$ cat src/rtl/if_fetch.sv
// if_fetch: instruction fetch stage.
//   Owns the fetch PC and issues single outstanding word reads to
//   instruction memory (req/gnt handshake, later rvalid). Returned words,
//   each tagged with the PC it was fetched from, go into a small FIFO that
//   decode drains with inst_valid/inst_ready. A redirect reloads the PC,
//   flushes the FIFO and squashes any fetch still in flight.
// Ports:
//   clk, rst_n                  clock, synchronous active-low reset
//   imem_req/imem_addr/imem_gnt request side of the memory handshake
//   imem_rvalid/imem_rdata      response side of the memory handshake
//   redirect/redirect_pc        PC reload pulse from downstream
//   inst/inst_pc/inst_valid     FIFO head towards decode (zero when empty)
//   inst_ready                  decode accepts the head
module if_fetch #(
    parameter logic [31:0] RESET_PC   = 32'h0000_0000,
    parameter int          FIFO_DEPTH = 2
) (
    input  logic        clk,
    input  logic        rst_n,
    output logic        imem_req,
    output logic [31:0] imem_addr,
    input  logic        imem_gnt,
    input  logic        imem_rvalid,
    input  logic [31:0] imem_rdata,
    input  logic        redirect,
    input  logic [31:0] redirect_pc,
    output logic [31:0] inst,
    output logic [31:0] inst_pc,
    output logic        inst_valid,
    input  logic        inst_ready
);
    localparam int AW = $clog2(FIFO_DEPTH);
    localparam int CW = AW + 1;
    localparam logic [CW-1:0] DEPTH_C = CW'(FIFO_DEPTH);

    typedef struct packed {
        logic [31:0] data;
        logic [31:0] pc;
    } entry_t;

    // REQ: may issue; WAIT: response owed and wanted; DROP: response owed
    // but squashed by a redirect, so it is swallowed on arrival.
    typedef enum logic [1:0] {REQ, WAIT, DROP} state_t;

    state_t        state, state_nxt;
    logic [31:0]   fetch_pc;
    entry_t        fifo [FIFO_DEPTH];
    entry_t        head;
    logic [AW-1:0] rd_ptr, wr_ptr;
    logic [CW-1:0] count;
    logic          handshake, push, pop;

    always_comb begin
        state_nxt = state;
        imem_req  = 1'b0;
        unique case (state)
            REQ: begin
                // Only request when the reply is guaranteed a FIFO slot.
                imem_req = rst_n & (count < DEPTH_C) & ~redirect;
                if (imem_req & imem_gnt)
                    state_nxt = WAIT;
            end
            WAIT: begin
                if (redirect)
                    state_nxt = imem_rvalid ? REQ : DROP;
                else if (imem_rvalid)
                    state_nxt = REQ;
            end
            DROP: begin
                // Leaves as soon as the squashed response has arrived, even
                // if another redirect lands in the same cycle.
                if (imem_rvalid)
                    state_nxt = REQ;
            end
            default: state_nxt = REQ;
        endcase
    end

    assign handshake = imem_req & imem_gnt;
    assign push      = (state == WAIT) & imem_rvalid & ~redirect;
    assign pop       = inst_valid & inst_ready & ~redirect;

    always_ff @(posedge clk) begin
        if (!rst_n) begin
            state    <= REQ;
            fetch_pc <= RESET_PC;
            rd_ptr   <= '0;
            wr_ptr   <= '0;
            count    <= '0;
        end else begin
            state <= state_nxt;

            if (redirect)
                fetch_pc <= redirect_pc & 32'hFFFF_FFFC;
            else if (handshake)
                fetch_pc <= fetch_pc + 32'd4;

            if (redirect) begin
                rd_ptr <= '0;
                wr_ptr <= '0;
                count  <= '0;
            end else begin
                if (push) wr_ptr <= wr_ptr + AW'(1);
                if (pop)  rd_ptr <= rd_ptr + AW'(1);
                unique case ({push, pop})
                    2'b10:   count <= count + CW'(1);
                    2'b01:   count <= count - CW'(1);
                    default: count <= count;
                endcase
            end
        end
    end

    // fetch_pc has already advanced past the outstanding word, so its
    // address is fetch_pc - 4 while in WAIT.
    always_ff @(posedge clk) begin
        if (push)
            fifo[wr_ptr] <= '{data: imem_rdata, pc: fetch_pc - 32'd4};
    end

    assign head       = fifo[rd_ptr];
    assign inst_valid = (count != '0);
    assign inst       = inst_valid ? head.data : '0;
    assign inst_pc    = inst_valid ? head.pc   : '0;
    assign imem_addr  = fetch_pc;

endmodule

$ cat config.mk
export PLATFORM = sky130hd
export DESIGN_NAME = if_fetch
export DESIGN_NICKNAME = d
export VERILOG_FILES = /design/src/rtl/if_fetch.sv
export SDC_FILE = /design/constraint.sdc
export NUM_CORES = 1
export LEC_CHECK = 0
export ABC_CLOCK_PERIOD_IN_PS = 6010
export CORE_MARGIN = 3
export CORE_UTILIZATION = 35
export CTS_CLUSTER_SIZE = 12
export DETAILED_ROUTE_END_ITERATION = 6
export PLACE_DENSITY_LB_ADDON = 0.08
export SYNTH_ARGS = -nofsm -noshare
export SYNTH_HDL_FRONTEND = slang
export SYNTH_SLANG_ARGS = --single-unit
$ cat constraint.sdc
create_clock -name clk -period 6.01 [get_ports clk]
set_input_delay 1.202 -clock clk [delete_from_list [all_inputs] [get_ports clk]]
set_output_delay 1.202 -clock clk [all_outputs]
set_load 0.02 [all_outputs]
---- Word-level counts from Yosys, hierarchy flattened ----
Memory sizes are Yosys's and may differ from the RTL's. A register that Yosys moved wholly into a read port is not among the register bits.
Cells that the tools add are included.
word-level totals
  bits in registers ....................... 38
  memory bits (writable) .................. 128
  input port bits ......................... 70
  output and inout port bits .............. 98
  logic and storage cells ................. 49
  memories ................................ 1
memory list
  memory  words  width  rd ports  clocked after Yosys merged registers in  write ports  RTL line  source
  fifo    2      64     1         1                                        1            47        entry_t fifo [FIFO_DEPTH];
cells by class
  add/subtract/negate cells ............... 6
  $lt $le $gt $ge ......................... 1
  equality and inequality tests ........... 5
  mux-type cells .......................... 15
  bitwise operators ....................... 10
  reduce and logical (&&, ||, !) cells .... 5
operators by type and width
  cell                                                 number
  2-to-1 mux 32 bit                                    4
  adder 32 x 3 -> 32 bit, second input constant        1
  subtractor 32 x 3 -> 32 bit, second input constant   1
  bitwise AND 1 bit                                    8
  2-to-1 mux 2 bit                                     4
  one-hot mux 2 bit (3 select lines)                   1
  nonzero test 2 bit                                   3
  2-to-1 mux 1 bit                                     5
  equality test 2 x 1 -> 1 bit, second input constant  2
  equality test 2 bit, second input constant           2
  one-hot mux 2 bit (2 select lines)                   1
  adder 1 bit, second input constant                   2
  adder 2 x 1 -> 2 bit, second input constant          1
  zero test 2 bit                                      1
  < comparator 2 bit, second input constant            1
  inequality test 2 bit, second input constant         1
  NOT 1 bit                                            2
  OR reduction 2 bit                                   1
  subtractor 2 x 1 -> 2 bit, second input constant     1

---- Depth between registers and ports, before layout ----
Gate-level depths: netlist (run 1).
  depth in word-level cells ............... 7
  gate-level depth with buffers ........... 8
  gate-level depth less buffers ........... 8

---- Least setup slack after synthesis (run 1) ----
OpenSTA, ideal clock, no wires.
  path kind ............................... input to register
  from .................................... in redirect
  to ...................................... mem fifo[0][10] (netlist name), enable pin
  data arrival time ....................... 4253 ps
  path slack .............................. 1274 ps
  cell stages on the path ................. 4
  path buffers ............................ 1
  cells stage by stage .................... clkbuf_1 -> nor2_1 -> nand3_1 -> nor2_1
on the way
  cells in the longest elaborated chain, start to end .. 4
RTL lines
  element                                 RTL line  source
  start, declared                         25        input logic redirect,
  NOT 1 bit                               80        assign push = (state == WAIT) & imem_rvalid & ~redirect;
  bitwise AND 1 bit                       80
  2-to-1 mux 1 bit                        117       if (push)
  2-to-1 mux 1 bit (implied by the code)  118       fifo[wr_ptr] <= '{data: imem_rdata, pc: fetch_pc - 32'd4};
  end, declared                           47
No other way between the ends.

---- Worst setup path in the final report (run 1) ----
  from .................................... in rst_n
  to ...................................... out imem_req
on the way
  cells in the longest elaborated chain, start to end .. 3
RTL lines
  element                         RTL line  source
  start, declared                 19        input logic rst_n,
  bitwise AND 1 bit (2 in a row)  59        imem_req = rst_n & (count < DEPTH_C) & ~redirect;
  2-to-1 mux 1 bit                56        unique case (state)
  end, declared                   20        output logic imem_req,
No other way between the ends.

==> flow_summary.ini, run 1 <==
[place]
post-dp-hpwl_um = 12400
place.gp.congestion = 0.836
port_buffers = 161
dp_slack_ns = 1.67

[setup_path]
crit_end = imem_req
crit_arrival_ns = 3.16
cp_max_fo = 34
timing.rr.end = fifo[0][28]$_DFFE_PP_
crit_required_ns = 4.81
r2r-start = imem_addr[18]$_SDFFE_PN0P_
crit_type = primary input to primary output
r2r_setup_slack_ns = 3.64
crit_path_start_kind = primary input
worstSetupEndpointType = primary output
worstSetupStartpoint = rst_n
r2r_cells = 5

[synth]
synthCells = 630
synth_ff_type = edfxtp_1
synth_edf_count = 124
synthesis.area_um2 = 7390
yosys.area.top_type_share_pct = 50.4
ys_warn_count = 0
synth_area_leaders = edfxtp_1, dfxtp_1, mux2i_1
ys_types = 56
syn_area_per_cell_um2 = 11.7
yosysTopAreaCell = edfxtp_1
yosysSeqAreaShare_pct = 60.4
async_flop_share_pct = 0
ys_ff_latch = 161

[pwr]
p_leak_nw = 3.14
power_density_nw_per_um2 = 256
power_w = 0.00251
ir_drop_v = 0.000185

[timing]
finalSetupTns_ns = 0
setup_violations = 0
rsz0062_at_grt = false
timing.hold.ws_ns = 0.513
worst_slack_ns = 1.65
worst_slew_pin_slew_ns = 0.896
fmaxAchievable_mhz = 230
finalHoldViolations = 0
post-route-min-period_ns = 4.36
finClkSkew_ns = 0.0121
max_slew_margin_pct = 40.3
min_period_over_period_pct = 72.5
drv_slew = 0

[final_layout]
final_nets = 847
syn_to_final_growth_pct = 32.6
fin_util_pct = 47.8
antenna_cells = 0
layout-drive-gt1-share_pct = 7.62

[global_route]
grt_first_pass_wirelength_um = 28400
gr-total-overflow = 0
grt_max_degree = 63
grt_pass1_vias = 5274
gr-usage-all-layers_pct = 16.1
antenna_found_initial = 0

[die]
rows = 52
core_area_um2 = 20500
pin_count = 168
die_y_um = 151
die-area_um2 = 22900
start_util_pct = 36.1
die_x_um = 151

[worst_hold_path]
worstHoldPathType = register to register
hp-start = rd_ptr$_SDFFE_PP0P_

[drt]
num_vias = 5293
drt_iter0_markers = 347
first_pass_iters = 5
routed_wl_um = 18400
wl_per_cell_um = 17.4
vias_per_cell = 5.01
drtAntennaViolNets = 0
drc_errors = 0

[clock_network]
clk_path_buf_depth = 2
cts_resized = 0
postCtsSetupBuffers = 0
cts.sinks = 161
cts_buffers = 17
cts_tree = yes
cts-root-buf = clkbuf_16
cts-htree-levels = 4
ctsHoldBuffers = 0
clkTransAtPathRegs_ns = 0.07
clk_latency_ns = 0.42

[flow_run]
cap_violations = 0

[status]
outcome = finished clean
==> cells in the mapped netlist (4+ instances only) <==
| cell | n |
|---|---|
| a21boi_0 | 6 |
| a21oi_1 | 14 |
| and3_1 | 5 |
| buf_2 | 5 |
| buf_4 | 4 |
| clkbuf_1 | 37 |
| dfxtp_1 | 37 |
| edfxtp_1 | 124 |
| inv_1 | 10 |
| mux2i_1 | 63 |
| nand2_1 | 41 |
| nand3_1 | 20 |
| nand4_1 | 12 |
| nor2_1 | 92 |
| nor3_1 | 14 |
| nor4_1 | 11 |
| nor4_2 | 6 |
| o21ai_0 | 20 |
| xnor2_1 | 28 |
| xor2_1 | 15 |
==> report_power, final <==
group          internal (W)  switching (W)
Combinational      0.000110       0.000109
Sequential          0.00122      0.0000402
Clock              0.000576       0.000448
Total               0.00191       0.000597
==> per-stage QoR <==
stage          cells  cell area (um2)
2_1_floorplan    633             7400
3_3_place_gp    1025             9240
3_5_place_dp    1025             9240
4_1_cts         1057             9800
5_1_grt         1057             9800
6_report        1057             9800
==> registers in the layout, indices dropped and copies added, names as in the netlist, named ones only <==
| signal | count |
|---|---|
| rd_ptr | 1 |
| wr_ptr | 1 |
| imem_addr | 30 |
| state | 2 |
| count | 2 |
| fifo | 124 |
==> layer usage <==
layer	share of wire (%)	GRT usage (%)	vias up
met5	0	0	-
met4	1.2	4.49	0
met3	6.1	4.10	19
met2	48	26.7	175
met1	45	21.0	2528
li1	-	-	2571
==> worst min path at each step <==
stage | to | slack, ns | cells past startpoint
after floorplan | register | 0.47 | 2
after global placement | rd_ptr$_SDFFE_PP0P_ | 0.49 | 2
after detailed placement | rd_ptr$_SDFFE_PP0P_ | 0.50 | 2
after CTS | rd_ptr$_SDFFE_PP0P_ | 0.52 | 2
after global routing | rd_ptr$_SDFFE_PP0P_ | 0.56 | 2
final | rd_ptr$_SDFFE_PP0P_ | 0.51 | 2
==> worst max-delay path, cell delays in order <==
cell and delay (ns):
clkdlybuf4s50_1 0.45, buf_4 0.32, nand2_1 0.27, nor4_1 0.25
clkdlybuf4s50_1 0.66
==> placed cells by master (no fill, tap or decap), types with 4 or more instances in the layout <==
master	count
clkdlybuf4s50_1	161
edfxtp_1	124
nor2_1	89
mux2i_1	63
nand2_1	41
dfxtp_1	36
xnor2_1	28
nand3_1	20
o21ai_0	20
clkbuf_16	17
xor2_1	15
nor3_1	14
a21oi_1	14
nand4_1	12
nor4_1	11
inv_1	10
buf_4	10
nor4_2	6
a21boi_0	6
and3_1	5
conb_1	4
clkinv_4	4
==> kinds of logic after synthesis <==
family | count (synthesis) | synth area share [%]
and+or+nand+nor | 227 | 15.4
DFF | 161 | 60.4
AOI/OAI and AO/OA | 71 | 6.33
muxes | 65 | 8.84
buffers and inverters | 59 | 3.39
xor gates and xnor gates | 43 | 5.10
adders and majority gates | 3 | 0.508
other | 1 | 0.0508
==> layout make-up <==
type	instances	area, um2
Clock buffer	18	429
Clock inverter	14	133
Fill cell	1877	10700
Inverter	10	37.5
Multi-Input combinational cell	413	2710
Sequential cell	161	4470
Tap cell	270	338
Timing Repair Buffer	171	1690
Note: power is estimated with default switching activity, not from simulation.
==> run 2, diff against run 1 <==
--- a/config.mk
+++ b/config.mk
@@ -5,7 +5,7 @@
 export SDC_FILE = /design/constraint.sdc
 export NUM_CORES = 1
 export LEC_CHECK = 0
-export ABC_CLOCK_PERIOD_IN_PS = 6010
+export ABC_CLOCK_PERIOD_IN_PS = 4200
 export CORE_MARGIN = 3
 export CORE_UTILIZATION = 35
 export CTS_CLUSTER_SIZE = 12
==> constraint.sdc (replaced) <==
create_clock -name clk -period 4.2 [get_ports clk]
set_input_delay 0.84 -clock clk [delete_from_list [all_inputs] [get_ports clk]]
set_output_delay 0.84 -clock clk [all_outputs]
set_load 0.02 [all_outputs]
==> run 2 against run 1 <==
Compared with the run above: utilization rose by 0.68 points; worst hold slack improved by 0.0034 ns; register-to-register slack worse by 1.8 ns; sequential power rose by 44%; via count rose by 0.26%; combinational power grew 43%; cell count hardly changed; total power is 54% higher; cell area is 1.4% higher; critical path type unchanged; highest routed layer unchanged.
==> flow_summary.ini, run 2 (synthesis results as in run 1) <==
[status]
outcome = finished clean

[timing]
timing.hold.ws_ns = 0.516
finClkSkew_ns = 0.00934
max_slew_margin_pct = 52.9
setup_violations = 0
post-route-min-period_ns = 3.26
worst_slew_pin_slew_ns = 0.706
min_period_over_period_pct = 77.7
finalHoldViolations = 0
worst_slack_ns = 0.937
fmaxAchievable_mhz = 307
drv_slew = 0
rsz0062_at_grt = false

[drt]
first_pass_iters = 6
vias_per_cell = 5.03
wl_per_cell_um = 17.2
drt_iter0_markers = 276
routed_wl_um = 18200
drtAntennaViolNets = 0
num_vias = 5307
drc_errors = 0

[setup_path]
crit_type = primary input to primary output
cpMostUsedCell = clkdlybuf4s50_1
critPathMaxStageDelay_ns = 0.65
crit_required_ns = 3.36
crit_buf_inv = 3
path_delay_family = buffers and inverters
crit_chain = clkdlybuf4s50_1 > inv_1 > nand2_1 > nor4_1 > clkdlybuf4s50_1
crit_arrival_ns = 2.42
crit_path_start_kind = primary input
worst_path_max_delay_cell = clkdlybuf4s50_1
worstSetupEndpointType = primary output
cp_max_fo = 8

[die]
die-area_um2 = 22900
rows = 52
core_area_um2 = 20500
pin_count = 168
die_x_um = 151
start_util_pct = 36.1
die_y_um = 151

[clock_network]
cts_tree = yes
clk_latency_ns = 0.42
cts_buffers = 17
ctsHoldBuffers = 0
cts_resized = 0
clkTransAtPathRegs_ns = 0.06
clk_path_buf_depth = 2
postCtsSetupBuffers = 0
cts-root-buf = clkbuf_16
cts-htree-levels = 4
cts.sinks = 161

[final_layout]
largest_reg_flops = 124
fill_cells = 1849
antenna_cells = 0
largest_register = fifo
layout_commonest_cell = clkdlybuf4s50_1
final_nets = 847
syn_to_final_growth_pct = 34.5
layout-drive-gt1-share_pct = 7.38
layout_common_cells = clkdlybuf4s50_1, edfxtp_1, nor2_1, mux2i_1, nand2_1

[flow_run]
cap_violations = 0

[place]
place.gp.congestion = 0.839
port_buffers = 161
dp_slack_ns = 0.881
post-dp-hpwl_um = 12400

[global_route]
met3_usage_pct = 3.98
met1_usage_pct = 21.2
gr-usage-all-layers_pct = 16.0
grt_max_degree = 63
busiest_layer = met2
grt_first_pass_wirelength_um = 28300
met2_usage_pct = 25.9
antenna_found_initial = 0
grt_pass1_vias = 5229
gr-total-overflow = 0

[worst_hold_path]
worstHoldPathType = register to register

[pwr]
power_density_nw_per_um2 = 389
ir_drop_v = 0.000198
p_leak_nw = 3.19
[run 2: metrics by stage]
| step | power (W) | cell area [um2] | setup TNS (ns) | instances | util, % |
|---|---|---|---|---|---|
| 2_1_floorplan | 0.00199 | 7400 | -21.52 | 633 | - |
| 3_3_place_gp | 0.00215 | 9280 | 0 | 1025 | 45.3 |
| 3_5_place_dp | 0.00216 | 9280 | 0 | 1025 | 45.3 |
| 4_1_cts | 0.00391 | 9940 | 0 | 1056 | 48.5 |
| 5_1_grt | 0.00401 | 9940 | 0 | 1056 | 48.5 |
| 6_report | 0.00387 | 9940 | 0 | 1056 | 48.5 |
[run 2: per-layer routing]
metal  vias to the layer above  wire [um]
met2                       187       8640
met1                      2529       8170
met4                         0        250
li1                       2574          -
met5                         -          0
met3                        17       1160
[run 2: worst paths after layout]
| kind | from | end | slack, ns | cells past startpoint |
|---|---|---|---|---|
| min reg2reg | rd_ptr$_SDFFE_PP0P_ | rd_ptr$_SDFFE_PP0P_ | 0.52 | 2 |
| max reg2reg | imem_addr[18]$_SDFFE_PN0P_ | fifo[1][28]$_DFFE_PP_ | 1.82 | 5 |
| max | redirect | imem_req | 0.94 | 5 |
| min | rd_ptr$_SDFFE_PP0P_ | rd_ptr$_SDFFE_PP0P_ | 0.52 | 2 |
[run 2: where the power goes]
part           switching [W]  leakage, nW  internal, W
clock network       0.000623        0.315      0.00112
logic               0.000155         1.45     0.000158
registers          0.0000572         1.42      0.00175
total               0.000835         3.19      0.00303
[run 2: layout make-up]
class / instances / area, um2 / area share [%]
clock inverter: 12 / 230 / 2.32
inverter: 10 / 37.5 / 0.378
sequential: 161 / 4470 / 45.0
clock buffer: 19 / 433 / 4.36
multi-input combinational: 413 / 2710 / 27.2
timing repair buffer: 171 / 1720 / 17.3
tap: 270 / 338 / 3.40
[run 2: worst min-delay path: stages, from the launching register on]
cell and delay [ns]:
dfxtp_1 0.32, xor2_1 0.08, nor2_1 0.08
